**src/rtl/tx_chksum_output_controller.sv**
```systemverilog
// -----------------------------------------------------------------------------
// tx_chksum_output_controller
//
// Purpose:
//   Downstream partner of the TX checksum input stage. Per-packet header
//   metadata (source/destination IP, payload length, TCP header) is held in a
//   small FIFO while the checksum engine works on the packet. Each checksum
//   the engine returns is paired with the oldest metadata entry. The checksum
//   is written into tcp_pkt_hdr.chksum and the completed header is presented
//   to the TX header assembler.
//
// Configuration macro:
//   TX_CHKSUM_OUT_REG_EN - when defined, the completed header is held in a
//                          single-entry output register, which adds one cycle
//                          of latency. When undefined, the join is purely
//                          combinational and adds no latency.
//
// Ports:
//   clk, rst                   clock and synchronous active-high reset
//   src_meta_*                 metadata push interface (valid + payload)
//   meta_src_rdy               FIFO can accept a metadata entry
//   resp_csum/valid/ready      checksum response from the engine
//   chksum_dst_tx_*            completed header toward the assembler
//   dst_chksum_tx_hdr_rdy      assembler accepts the header
//   chksum_err_orphan_resp     sticky flag: a response arrived while the FIFO
//                              was empty
// -----------------------------------------------------------------------------
package tx_chksum_pkg;

    localparam int IP_ADDR_W = 32;
    localparam int TOT_LEN_W = 16;

    typedef struct packed {
        logic [15:0] src_port;
        logic [15:0] dst_port;
        logic [31:0] seq_num;
        logic [31:0] ack_num;
        logic [3:0]  data_offset;
        logic [3:0]  rsvd;
        logic [7:0]  flags;
        logic [15:0] window;
        logic [15:0] chksum;
        logic [15:0] urg_ptr;
    } tcp_pkt_hdr;

    // One metadata FIFO entry. This is also the shape of the output header.
    typedef struct packed {
        logic [IP_ADDR_W-1:0] src_ip;
        logic [IP_ADDR_W-1:0] dst_ip;
        logic [TOT_LEN_W-1:0] payload_len;
        tcp_pkt_hdr           tcp_hdr;
    } tx_meta_t;

endpackage

module tx_chksum_output_controller
    import tx_chksum_pkg::*;
#(
    parameter int META_DEPTH = 4
) (
    input  logic                 clk,
    input  logic                 rst,
    input  logic                 src_meta_val,
    output logic                 meta_src_rdy,
    input  logic [IP_ADDR_W-1:0] src_meta_src_ip,
    input  logic [IP_ADDR_W-1:0] src_meta_dst_ip,
    input  logic [TOT_LEN_W-1:0] src_meta_payload_len,
    input  tcp_pkt_hdr           src_meta_tcp_hdr,
    input  logic [15:0]          resp_csum,
    input  logic                 resp_valid,
    output logic                 resp_ready,
    output logic                 chksum_dst_tx_hdr_val,
    input  logic                 dst_chksum_tx_hdr_rdy,
    output logic [IP_ADDR_W-1:0] chksum_dst_tx_src_ip,
    output logic [IP_ADDR_W-1:0] chksum_dst_tx_dst_ip,
    output logic [TOT_LEN_W-1:0] chksum_dst_tx_payload_len,
    output tcp_pkt_hdr           chksum_dst_tx_tcp_hdr,
    output logic                 chksum_err_orphan_resp
);

    localparam int META_PTR_W = $clog2(META_DEPTH);
    localparam logic [META_PTR_W:0] FULL_CNT = (META_PTR_W + 1)'(META_DEPTH);

    logic [META_PTR_W-1:0] wr_ptr_q, wr_ptr_d;
    logic [META_PTR_W-1:0] rd_ptr_q, rd_ptr_d;
    logic [META_PTR_W:0]   count_q, count_d;
    logic                  err_q, err_d;
    tx_meta_t              mem_q [META_DEPTH];

    logic     fifo_empty, fifo_full;
    logic     push, pop, sink_rdy, join_fire;
    tx_meta_t head, joined, out_meta;
    logic     out_val;

    // ---------------------------------------------------------------------
    // FIFO control and join
    // ---------------------------------------------------------------------
    // NOTE: every signal written in an always_comb block gets a default
    // first, so no path leaves it unassigned and no latch is inferred.
    always_comb begin
        fifo_empty   = (count_q == '0);
        fifo_full    = (count_q == FULL_CNT);

        // A full FIFO refuses a push even if it pops in the same cycle.
        // This keeps ready off the pop path.
        meta_src_rdy = !rst && !fifo_full;
        push         = src_meta_val && meta_src_rdy;

        // Ready does not depend on resp_valid. It stays low while the FIFO
        // is empty, so an early response waits for its metadata.
        resp_ready   = !rst && !fifo_empty && sink_rdy;
        join_fire    = resp_valid && resp_ready;
        pop          = join_fire;

        head                  = mem_q[rd_ptr_q];
        joined                = head;
        joined.tcp_hdr.chksum = resp_csum;

        // Power-of-two depth: pointers wrap naturally.
        wr_ptr_d = wr_ptr_q + META_PTR_W'(push);
        rd_ptr_d = rd_ptr_q + META_PTR_W'(pop);
        count_d  = count_q + (META_PTR_W + 1)'(push) - (META_PTR_W + 1)'(pop);

        err_d    = err_q || (resp_valid && fifo_empty);
    end

    // NOTE: synchronous reset, and all state uses non-blocking
    // assignments so every register samples pre-edge values.
    always_ff @(posedge clk) begin
        if (rst) begin
            wr_ptr_q <= '0;
            rd_ptr_q <= '0;
            count_q  <= '0;
            err_q    <= 1'b0;
        end else begin
            wr_ptr_q <= wr_ptr_d;
            rd_ptr_q <= rd_ptr_d;
            count_q  <= count_d;
            err_q    <= err_d;
        end
    end

    // NOTE: the storage array is not reset. The pointers and count decide
    // which entries are live, so stale contents are never observed.
    // A push writes storage this cycle, and the entry becomes visible at
    // the head only once count updates. There is no write-through.
    always_ff @(posedge clk) begin
        if (push) begin
            mem_q[wr_ptr_q] <= '{src_ip:      src_meta_src_ip,
                                 dst_ip:      src_meta_dst_ip,
                                 payload_len: src_meta_payload_len,
                                 tcp_hdr:     src_meta_tcp_hdr};
        end
    end

`ifdef TX_CHKSUM_OUT_REG_EN
    // ---------------------------------------------------------------------
    // Registered output: single-entry skid-free output buffer
    // ---------------------------------------------------------------------
    typedef enum logic {
        OUT_EMPTY = 1'b0,
        OUT_FULL  = 1'b1
    } out_state_e;

    out_state_e out_state_q, out_state_d;
    tx_meta_t   out_q, out_d;

    // The register can take a new header when empty, or when the current
    // header leaves in this same cycle.
    assign sink_rdy = (out_state_q == OUT_EMPTY) || dst_chksum_tx_hdr_rdy;

    always_comb begin
        out_state_d = out_state_q;
        out_d       = out_q;
        if (join_fire) begin
            out_state_d = OUT_FULL;
            out_d       = joined;
        end else if (out_state_q == OUT_FULL && dst_chksum_tx_hdr_rdy) begin
            out_state_d = OUT_EMPTY;
        end
    end

    always_ff @(posedge clk) begin
        if (rst) begin
            out_state_q <= OUT_EMPTY;
        end else begin
            out_state_q <= out_state_d;
        end
    end

    // The data register needs no reset. Outputs are zeroed while not valid.
    always_ff @(posedge clk) begin
        out_q <= out_d;
    end

    always_comb begin
        out_val  = !rst && (out_state_q == OUT_FULL);
        out_meta = out_val ? out_q : '0;
    end
`else
    // ---------------------------------------------------------------------
    // Combinational output: the header is valid in the same cycle the
    // response is presented.
    // ---------------------------------------------------------------------
    assign sink_rdy = dst_chksum_tx_hdr_rdy;

    always_comb begin
        out_val  = !rst && resp_valid && !fifo_empty;
        out_meta = out_val ? joined : '0;
    end
`endif

    assign chksum_dst_tx_hdr_val     = out_val;
    assign chksum_dst_tx_src_ip      = out_meta.src_ip;
    assign chksum_dst_tx_dst_ip      = out_meta.dst_ip;
    assign chksum_dst_tx_payload_len = out_meta.payload_len;
    assign chksum_dst_tx_tcp_hdr     = out_meta.tcp_hdr;
    assign chksum_err_orphan_resp    = err_q;

endmodule

```
**config.mk**
```make
export PLATFORM = sky130hd
export DESIGN_NAME = tx_chksum_output_controller
export DESIGN_NICKNAME = d
export VERILOG_FILES = /design/src/rtl/tx_chksum_output_controller.sv
export SDC_FILE = /design/constraint.sdc
export NUM_CORES = 1
export LEC_CHECK = 0
export CAP_MARGIN = 10
export CORE_ASPECT_RATIO = 1.75
export CORE_UTILIZATION = 51
export CTS_BUF_LIST = sky130_fd_sc_hd__clkbuf_4 sky130_fd_sc_hd__clkbuf_8
export DETAILED_ROUTE_END_ITERATION = 12
export PLACE_DENSITY = 0.79
export SETUP_SLACK_MARGIN = 0.2
export SLEW_MARGIN = 10
export SYNTH_ARGS = -nofsm -noshare
export SYNTH_HDL_FRONTEND = slang
export SYNTH_SLANG_ARGS = --single-unit
```
**constraint.sdc**
```tcl
create_clock -name clk -period 22.8 [get_ports clk]
set_input_delay 4.56 -clock clk [delete_from_list [all_inputs] [get_ports clk]]
set_output_delay 4.56 -clock clk [all_outputs]
set_load 0.03 [all_outputs]
```
# Yosys cells after proc, flatten, opt, wreduce, memory -nomap -nowiden

Memory sizes are Yosys's and may differ from the RTL's. A register that Yosys moved wholly into a read port is not among the register bits.
Cells that the tools add are included.

Register bits: 8
RAM bits: 960
Bits of input ports: 261
Output and inout bits: 244
Word-level logic and storage cells: 27
Memories: 1

Memory list:

| name  | depth | bits a word | read ports | clocked after memory_dff | wr ports | RTL line | text |
|---|---|---|---|---|---|---|---|
| mem_q | 4     | 240         | 1          | 1                        | 1        | 88       | `tx_meta_t mem_q [META_DEPTH];` |

Add/subtract/negate cells: 4
Equality and inequality tests: 1
Mux-type cells: 4
Reductions and logical operators: 13

Operator list:

| kind                                        | number |
|---|---|
| 240-bit two-way mux                         | 1 |
| 1-bit logical AND                           | 8 |
| 2-bit by 1-bit adder with 2-bit output      | 2 |
| 3-bit by 1-bit adder with 3-bit output      | 1 |
| 3-bit == test (second input constant)       | 1 |
| 1-bit zero test                             | 3 |
| 3-bit zero test                             | 1 |
| 3-bit by 1-bit subtractor with 3-bit output | 1 |
| 1-bit two-way mux                           | 2 |
| 2-bit two-way mux                           | 1 |
| 1-bit logical OR                            | 1 |

# Depth between registers and ports, before layout

Gate-level depths: netlist of the first run.

Word-level depth: 7
Gate-level depth with buffers: 8
Mapped depth without buffers: 7

# Worst setup path before layout of the first run

Ideal clock, no wire load.

Path kind: in2reg
From: in rst
To: mem mem_q[1][0] (netlist name) (enable)
Library setup time: 1.129 ns
Data arrival time: 21.293 ns
Setup slack: 0.378 ns
Stages: 3
Buffers on the path: 1
Cell sequence: or3b_1 -> clkbuf_1 -> nor3b_1

Longest elaborated chain between the ends: 5

Ends and longest elaborated chain:

| item                                    | RTL line | text |
|---|---|---|
| start: declaration                      | 62       | `input logic rst,` |
| 1-bit zero test                         | 106      | `meta_src_rdy = !rst && !fifo_full;` |
| 1-bit logical AND                       | 106      |  |
| 1-bit logical AND                       | 107      | `push = src_meta_val && meta_src_rdy;` |
| 1-bit two-way mux                       | 148      | `if (push) begin` |
| 1-bit two-way mux (implied by the code) | 149      | `mem_q[wr_ptr_q] <= '{src_ip: src_meta_src_ip,` |
| end: declaration                        | 88       |  |

No other way between the ends.

==> results of run 1 <==
-- layout by cell type, fill, tap and decap left out, drive strengths merged, types with 3 or more instances in the layout --
| cell | instances |
|---|---|
| clkdlybuf4s50 | 488 |
| nor2b | 3 |
| mux4 | 224 |
| nor2 | 7 |
| bufinv | 3 |
| dfxtp | 8 |
| clkinvlp | 3 |
| edfxtp | 896 |
| clkinv | 61 |
| xnor2 | 4 |
| inv | 5 |
| a21oi | 3 |
| and2 | 240 |
| buf | 24 |
| nor3b | 3 |
| diode | 12 |
| clkbuf | 156 |
-- per-layer routing --
metal / vias up / wire length [um] / track usage [%] / share of wire [%]
li1: 7229 / - / - / -
met1: 8505 / 25100 / 23.6 / 36
met2: 666 / 36000 / 34.2 / 52
met3: 133 / 6360 / 6.86 / 9.1
met4: 6 / 2290 / 9.54 / 3.3
met5: - / 41 / 0 / 0.059
-- logic make-up (layout without fill, tap and decap cells) --
logic type      count (synthesis)  in the layout  synth area share, %
flops                         904            904                 79.0
simple gates                  262            262                 4.74
mux                           224            224                 14.7
buf+inv                        80            740                 1.21
compound gates                  6              6               0.0949
xor+xnor                        4              4                0.102
fa+ha+maj                       3              3                0.131
other cells                     0             12                    0
-- stage by stage --
stage | cell area (um^2) | std cells | hold slack, ps | worst slack [ps] | util (%)
after global placement | 40100 | 2806 | 464 | 9800 | 60.3
after global routing | 42500 | 3043 | 603 | 9500 | 63.9
after detailed placement | 40100 | 2806 | 515 | 9720 | 60.3
after CTS | 42400 | 3032 | 547 | 9720 | 63.8
final | 42500 | 3044 | 549 | 9750 | 63.9
after floorplan | 34300 | 1483 | 525 | 378 | -
-- final cells by class --
type / count / area share (%)
well taps: 889 / 2.62
diodes: 12 / 0.0707
inverters: 2 / 0.0177
flip-flops and latches: 904 / 63.8
multi-input cells: 499 / 16.0
clock inverters: 70 / 0.996
repair buffers: 512 / 12.0
clock buffers: 156 / 4.56
-- final timing paths --
check                               from                          to  slack [ps]  depth (start not counted)
setup / recovery                     rst  chksum_dst_tx_tcp_hdr[118]        9750                          7
hold / removal    chksum_err_orphan_resp      chksum_err_orphan_resp         550                          2
setup reg to reg              count_q[2]               mem_q[2][162]       18740                          5
hold reg to reg   chksum_err_orphan_resp      chksum_err_orphan_resp         550                          2
-- flip-flops by register name, indices dropped and copies added, names as in the netlist --
| name | count |
|---|---|
| mem_q | 896 |
| count_q | 3 |
| rd_ptr_q | 2 |
| wr_ptr_q | 2 |
| chksum_err_orphan_resp | 1 |
-- worst reg2reg max path, stage by stage (launching register included) --
cell,delay [ps]
dfxtp_1,350
nor3b_1,170
or3b_1,500
nor3b_2,860
buf_4,740
buf_4,940
-- where the power goes --
group | total, mW | switching, mW | leakage [nW] | internal, mW
clock network | 1.17 | 0.578 | 1.25 | 0.593
registers | 1.94 | 0.0226 | 8.20 | 1.92
logic | 0.535 | 0.295 | 3.85 | 0.240
total | 3.64 | 0.896 | 13.3 | 2.75
==> flow_summary.yaml, run 1 <==
status:
  outcome: "finished clean"
die:
  floorplan.die_area_um2: 68300
  row_count: 125
  num_io_pins: 505
  initial_utilization_pct: 51.5
  floorplan.die.width_um: 198
  floorplan.die.height_um: 345
  core_footprint_um2: 66500
worst_setup_path:
  worst-path-max-fanout: 89
  worst-endpoint-arrival_ps: 8490
  start_kind: "input pin"
  worst_path_dominant_cell_family: "buffers and inverters"
  crit_buf_inv: 4
  path_class: "input pin to output pin"
  critPathRequiredTime_ps: 18240
  critical-path-max-stage-delay_ps: 790
  cp_slowest_cell: "clkdlybuf4s50_1"
  worst_setup_path_end_kind: "output pin"
  worstPathCellList: "clkdlybuf4s50_1 -> nand2b_1 -> nor2_4 -> buf_4 -> buf_4 -> and2_1 -> clkdlybuf4s50_1"
synth:
  synth_top_cells_by_count: "896 x edfxtp_1, 240 x and2_1, 224 x mux4_2"
  ys_warn_count: 0
  synth_most_common_cell: "edfxtp_1"
  post-synth-top-area-fraction_pct: 78.5
  ys_dominant_reg_cell: "edfxtp_1"
  synth-async-reset-ratio_pct: 0
  post_synth_num_cell_types: 26
  flip_flop_and_latch_count_after_synthesis: 904
  synth-edff-count: 896
  synth.net_count: 1747
  syn_area_um2: 34300
  synthTopCellsByArea: "edfxtp_1 79%, mux4_2 15%, and2_1 4.4%"
  post-synth-top-area-cell: "edfxtp_1"
  synth.avg_cell_area_um2: 23.1
  post_syn_instances: 1483
  synth-seq-area-share_pct: 79.0
global_routing:
  global_route_total_usage_across_every_layer_pct: 20.4
  global_route_congestion_overflow_total: 0
  grt_pass1_vias: 17700
  grt_max_degree: 99
  antenna_found_initial: 14
  first_pass_grt_wire_length_mm: 103
routing:
  vias_per_cell: 5.43
  routed_wl_mm: 69.7
  drt_iter0_markers: 818
  wl_per_cell_um: 22.9
  first_pass_iters: 4
  dr_total_vias: 16500
  drc: 0
  drt.antenna.violating_nets: 0
sta:
  achievable_clock_frequency_mhz: 76.6
  tns_ps: 0
  worst_slew_pin_slew_ps: 1080
  setup_viol: 0
  timing.final.crit_period_ps: 13050
  final-max-slew-violation-count: 0
  finalHoldViolations: 0
  rsz0062_at_grt: "false"
  clock-skew-final_ps: 39.8
  slew-limit-headroom_pct: 27.7
  min_period_over_period_pct: 57.2
clock_tree:
  cts.root.buffer_cell: "clkbuf_8"
  insertion_delay_of_the_later_clocked_pin_in_the_worst_skew_pair_ps: 720
  number_of_levels_in_the_clock_h_tree: 3
  clkSinkCount: 904
  cts_tree: "built"
  cts_resized: 0
  ctsLongestPathBuffers: 3
  hold_buf_count_cts: 0
  cts_setup_buffers: 0
  path_clk_slew_ps: 70
  number_of_cts_inserted_buffers: 119
hold_path:
  min-delay-path-class: "flip-flop to flip-flop"
finish:
  post_route_cells_drive_above_1_share_pct: 20.7
  finish.net_count: 2302
  areaGrowthSynthToFinish_pct: 23.9
  multi_input_logic_area_um2: 6810
  footprint_of_the_flip_flops_and_latches_um2: 27100
  fillers: 4380
power_and_ir_drop:
  max-vdd-ir-drop_uv: 65.9
  power.total_mw: 3.64
  p_leak_nw: 13.3
  power_density_nw_per_um2: 85.8
placement:
  io_buffer_count: 488
  dp_hpwl_mm: 42.6
  placer_s_final_routability_congestion_estimate: 0.780
job:
  max_cap_violations: 0
No activity file was read; power rests on OpenSTA's default activity.
==> run 2, diff against run 1 <==
--- a/config.mk
+++ b/config.mk
@@ -7,10 +7,10 @@
 export LEC_CHECK = 0
 export CAP_MARGIN = 10
 export CORE_ASPECT_RATIO = 1.75
-export CORE_UTILIZATION = 51
+export CORE_UTILIZATION = 56
 export CTS_BUF_LIST = sky130_fd_sc_hd__clkbuf_4 sky130_fd_sc_hd__clkbuf_8
 export DETAILED_ROUTE_END_ITERATION = 12
-export PLACE_DENSITY = 0.79
+export PLACE_DENSITY = 0.82
 export SETUP_SLACK_MARGIN = 0.2
 export SLEW_MARGIN = 10
 export SYNTH_ARGS = -nofsm -noshare
==> constraint.sdc (replaced) <==
create_clock -name clk -period 13.4 [get_ports clk]
set_input_delay 2.68 -clock clk [delete_from_list [all_inputs] [get_ports clk]]
set_output_delay 2.68 -clock clk [all_outputs]
set_load 0.03 [all_outputs]
==> flow_summary.yaml, run 2 (synthesized netlist as in run 1, its figures left out) <==
clock_tree:
  insertion_delay_of_the_later_clocked_pin_in_the_worst_skew_pair_ps: 730
  number_of_levels_in_the_clock_h_tree: 3
  cts_resized: 0
  cts_setup_buffers: 0
  ctsLongestPathBuffers: 3
  hold_buf_count_cts: 0
  cts_tree: "built"
  path_clk_slew_ps: 70
  number_of_cts_inserted_buffers: 118
  clkSinkCount: 904
  cts.root.buffer_cell: "clkbuf_8"
worst_setup_path:
  worst_setup_path_end_kind: "output pin"
  worst-path-max-fanout: 82
  worstPathCellList: "clkdlybuf4s50_1 -> nand2b_1 -> nor2_4 -> buf_4 -> buf_4 -> and2_1 -> clkdlybuf4s50_1"
  cp_slowest_cell: "clkdlybuf4s50_1"
  crit_buf_inv: 4
  path_class: "input pin to output pin"
  critical-path-max-stage-delay_ps: 740
  worst_reg2reg_startpoint: "count_q[1]"
  worst_path_dominant_cell_family: "buffers and inverters"
  worst-endpoint-arrival_ps: 5930
  worst_setup_path_startpoint: "rst"
  critPathRequiredTime_ps: 10720
  start_kind: "input pin"
finish:
  fillers: 3556
  post_route_cells_drive_above_1_share_pct: 20.8
  areaGrowthSynthToFinish_pct: 23.6
  footprint_of_the_flip_flops_and_latches_um2: 27100
  multi_input_logic_area_um2: 6810
  finalCoreUtilization_pct: 70.2
  finish.net_count: 2302
  largest_register_ff_count: 896
  mostFrequentLayoutCells: "896 x edfxtp_1, 488 x clkdlybuf4s50_1, 240 x and2_1, 224 x mux4_2, 120 x clkbuf_8"
  reg_with_most_ffs: "mem_q"
  design_area_um2: 42300
  layout_commonest_cell: "edfxtp_1"
  layout_top_registers: "mem_q x896, count_q x3"
sta:
  finalHoldViolations: 0
  slew-limit-headroom_pct: 29.8
  timing.final.crit_period_ps: 8610
  worst_slack_ps: 4790
  setup_viol: 0
  worst_slew_pin_slew_ps: 1050
  tns_ps: 0
  min_period_over_period_pct: 64.2
  final-max-slew-violation-count: 0
  clock-skew-final_ps: 31.8
  rsz0062_at_grt: "false"
  achievable_clock_frequency_mhz: 116
global_routing:
  global_route_congestion_overflow_total: 0
  global_route_total_usage_across_every_layer_pct: 23.4
  grt_pass1_vias: 18200
  grt_max_degree: 101
  antenna_found_initial: 21
  first_pass_grt_wire_length_mm: 107
routing:
  vias_per_cell: 5.66
  drc: 0
  wl_per_cell_um: 24.4
  dr_total_vias: 16600
  routed_wl_mm: 71.6
  drt_iter0_markers: 1028
  drt.antenna.violating_nets: 0
  first_pass_iters: 4
power_and_ir_drop:
  power_density_nw_per_um2: 147
  power.clock.fraction_pct: 32.2
  p_leak_nw: 13.3
  net-switching-power_mw: 1.52
  switching_share_pct: 24.4
  p_seq_share_pct: 53.1
  p_int_mw: 4.70
  max-vdd-ir-drop_uv: 121
  combinational_power_share_pct: 14.7
placement:
  placer_s_final_routability_congestion_estimate: 0.747
  dp_hpwl_mm: 44.5
  placed_cell_area_um2: 39900
  io_buffer_count: 488
  setup_slack_after_placement_ps: 4740
die:
  initial_utilization_pct: 56.8
  core_footprint_um2: 60300
  row_count: 119
  num_io_pins: 505
  floorplan.die.width_um: 189
  floorplan.die_area_um2: 62200
  floorplan.die.height_um: 329
job:
  max_cap_violations: 0
hold_path:
  start_point_of_the_worst_hold_path: "chksum_err_orphan_resp"
  min-delay-path-class: "flip-flop to flip-flop"
status:
  outcome: "finished clean"
run 2: cell types whose count changed in the layout (fill, tap and decap cells not counted), sizes merged:
| cell | delta |
|---|---|
| clkinv | -14 |
| clkbuf | +5 |
| diode | +3 |
| inv | +2 |
| buf | +1 |
| bufinv | +1 |
| clkinvlp | +1 |
run 2: power groups by stage:
stage | Clock [mW] | Combinational [mW] | Sequential [mW]
2_1_floorplan | 0 | 0.539 | 3.42
4_1_cts | 2.05 | 0.924 | 3.30
6_report | 2.00 | 0.911 | 3.30
3_3_place_gp | 0 | 0.905 | 3.35
5_1_grt | 2.16 | 0.964 | 3.31
3_5_place_dp | 0 | 0.920 | 3.36
run 2: tightest hold or removal path, cell delays in order (launching register included):
cell	delay, ps
dfxtp_1	330
a21oi_1	40
nor2_1	80
run 2: area by class of cell:
| type | instances | area share [%] |
|---|---|---|
| Clock inverter | 60 | 0.931 |
| Clock buffer | 161 | 4.63 |
| Multi-Input combinational cell | 499 | 16.1 |
| Inverter | 2 | 0.0177 |
| Timing Repair Buffer | 513 | 12.0 |
| Tap cell | 786 | 2.32 |
| Sequential cell | 904 | 64.0 |
| Antenna cell | 15 | 0.0887 |
run 2: worst paths after layout:
kind	endpoint	slack, ps	cells after the start
setup / recovery	chksum_dst_tx_tcp_hdr[65]	4790	7
hold / removal	chksum_err_orphan_resp	490	2
setup reg to reg	mem_q[3][165]	9460	6
hold reg to reg	chksum_err_orphan_resp	490	2
run 2: layer usage:
metal  GRT usage [%]  share of wire (%)  vias to the layer above  routed length (um)
li1                -                  -                     7224                   -
met5               0               0.13                        -                  90
met2            40.4                 53                      697               38100
met1            26.6                 35                     8543               24700
met4            11.8                4.2                       12                3030
met3            6.55                7.9                      153                5650
run 2: metrics by stage:
| stage | hold slack [ps] | cells | power (mW) |
|---|---|---|---|
| finish | 488 | 2940 | 6.22 |
| detailed placement | 474 | 2704 | 4.28 |
| floorplan | 525 | 1483 | 3.96 |
| CTS | 489 | 2925 | 6.28 |
| global route | 535 | 2940 | 6.44 |
| global placement | 462 | 2704 | 4.26 |
==> run 3, diff against run 2 <==
==> constraint.sdc (replaced) <==
create_clock -name clk -period 8 [get_ports clk]
set_input_delay 1.6 -clock clk [delete_from_list [all_inputs] [get_ports clk]]
set_output_delay 1.6 -clock clk [all_outputs]
set_load 0.03 [all_outputs]
==> flow_summary.yaml, run 3 (synthesized netlist as in run 1, its figures left out) <==
clock_tree:
  clkSinkCount: 904
  insertion_delay_of_the_later_clocked_pin_in_the_worst_skew_pair_ps: 740
  cts_tree: "built"
  cts_setup_buffers: 0
  number_of_cts_inserted_buffers: 118
  ctsLongestPathBuffers: 3
  path_clk_slew_ps: 60
  number_of_levels_in_the_clock_h_tree: 3
  hold_buf_count_cts: 0
  cts.root.buffer_cell: "clkbuf_8"
  cts_resized: 0
worst_setup_path:
  worst-path-max-fanout: 241
  critPathRequiredTime_ps: 6400
  critical_path.reg2reg.endpoint: "mem_q[3][233]"
  worst-r2r-cell-count: 5
  worst_reg2reg_startpoint: "count_q[1]"
  worst_setup_path_end_kind: "output pin"
  start_kind: "input pin"
  reg2reg_slack_ps: 4670
  worst_setup_path_startpoint: "rst"
  path_class: "input pin to output pin"
  endpoint: "chksum_dst_tx_tcp_hdr[68]"
  worst-endpoint-arrival_ps: 4510
routing:
  dr_total_vias: 16600
  wl_per_cell_um: 24.4
  drt.antenna.violating_nets: 0
  drt_iter0_markers: 1005
  vias_per_cell: 5.66
  first_pass_iters: 5
  drc: 0
  routed_wl_mm: 71.3
placement:
  placer_s_final_routability_congestion_estimate: 0.743
  placedCellCount: 2697
  placed_cell_area_um2: 40000
  setup_slack_after_placement_ps: 1910
  dp_hpwl_mm: 41.8
  io_buffer_count: 488
finish:
  design_area_um2: 42400
  largest_register_ff_count: 896
  reg_with_most_ffs: "mem_q"
  fillers: 3540
  layout_commonest_cell: "edfxtp_1"
  instances_no_fill: 2926
  finish.net_count: 2295
  post_route_cells_drive_above_1_share_pct: 20.4
  layout_top_registers: "mem_q x896, count_q x3"
  mostFrequentLayoutCells: "896 x edfxtp_1, 488 x clkdlybuf4s50_1, 240 x and2_1, 224 x mux4_2, 119 x clkbuf_8"
  areaGrowthSynthToFinish_pct: 23.7
job:
  max_cap_violations: 0
sta:
  slew-limit-headroom_pct: 13.7
  finalHoldViolations: 0
  rsz0062_at_grt: "false"
  achievable_clock_frequency_mhz: 164
  worst_slew_pin_slew_ps: 1290
  timing.final.crit_period_ps: 6110
  setup_viol: 0
  clock-skew-final_ps: 27.5
  final-max-slew-violation-count: 0
  worst_slack_ps: 1890
  finalHoldWorstSlack_ps: 510
  min_period_over_period_pct: 76.4
power_and_ir_drop:
  max-vdd-ir-drop_uv: 200
  power_density_nw_per_um2: 246
  p_leak_nw: 13.3
die:
  initial_utilization_pct: 56.8
  floorplan.die.width_um: 189
  num_io_pins: 505
  row_count: 119
  floorplan.die_area_um2: 62200
  floorplan.die.height_um: 329
  core_footprint_um2: 60300
status:
  outcome: "finished clean"
global_routing:
  antenna_found_initial: 19
  grt_pass1_vias: 18000
  first_pass_grt_wire_length_mm: 106
  global_route_total_usage_across_every_layer_pct: 23.2
  global_route_congestion_overflow_total: 0
  grt_max_degree: 242
hold_path:
  min-delay-path-class: "flip-flop to flip-flop"
==> run 3: cell type report <==
class	instances	area, um^2	share of cell area, %
diodes	16	40.0	0.0945
clock buffers	148	1860	4.38
clock inverters	65	497	1.17
inverters	2	7.51	0.0177
multi-input cells	499	6820	16.1
flip-flops and latches	904	27100	63.9
well taps	786	983	2.32
repair buffers	506	5110	12.0
==> run 3: stage by stage <==
stage / util [%] / TNS [ps] / total power, mW
floorplan: - / -94110 / 6.54
global placement: 66.3 / 0 / 7.13
detailed placement: 66.3 / 0 / 7.18
CTS: 70.2 / 0 / 10.5
global route: 70.3 / 0 / 10.8
finish: 70.3 / 0 / 10.4
==> run 3: routing by layer <==
layer  wire length, um  vias to the layer above  global-route usage [%]
met1             25000                     8538                    26.8
met3              5660                      137                    6.48
met2             37700                      680                    39.5
li1                  -                     7198                       -
met5                55                        -                       0
met4              2850                        8                    11.7
==> run 3: worst min path at each step <==
stage | start | cells past startpoint | endpoint
after floorplan | wr_ptr_q[1] | 2 | wr_ptr_q[1]
final | chksum_err_orphan_resp | 2 | chksum_err_orphan_resp
after detailed placement | chksum_err_orphan_resp | 2 | chksum_err_orphan_resp
after global placement | chksum_err_orphan_resp | 2 | chksum_err_orphan_resp
after CTS | chksum_err_orphan_resp | 2 | chksum_err_orphan_resp
after global routing | chksum_err_orphan_resp | 2 | chksum_err_orphan_resp
==> run 3: worst max-delay path: stages <==
cell and delay [ps]:
clkdlybuf4s50_1 600, nand2b_1 310, nor2_4 130, buf_12 540
and2_1 250, clkdlybuf4s50_1 740
==> run 3: power breakdown <==
group / leakage (nW) / total [mW] / internal, mW / switching [mW]
sequential: 8.20 / 5.53 / 5.46 / 0.0642
combinational: 3.83 / 1.53 / 0.689 / 0.844
clock: 1.24 / 3.38 / 1.75 / 1.63
total: 13.3 / 10.4 / 7.90 / 2.54
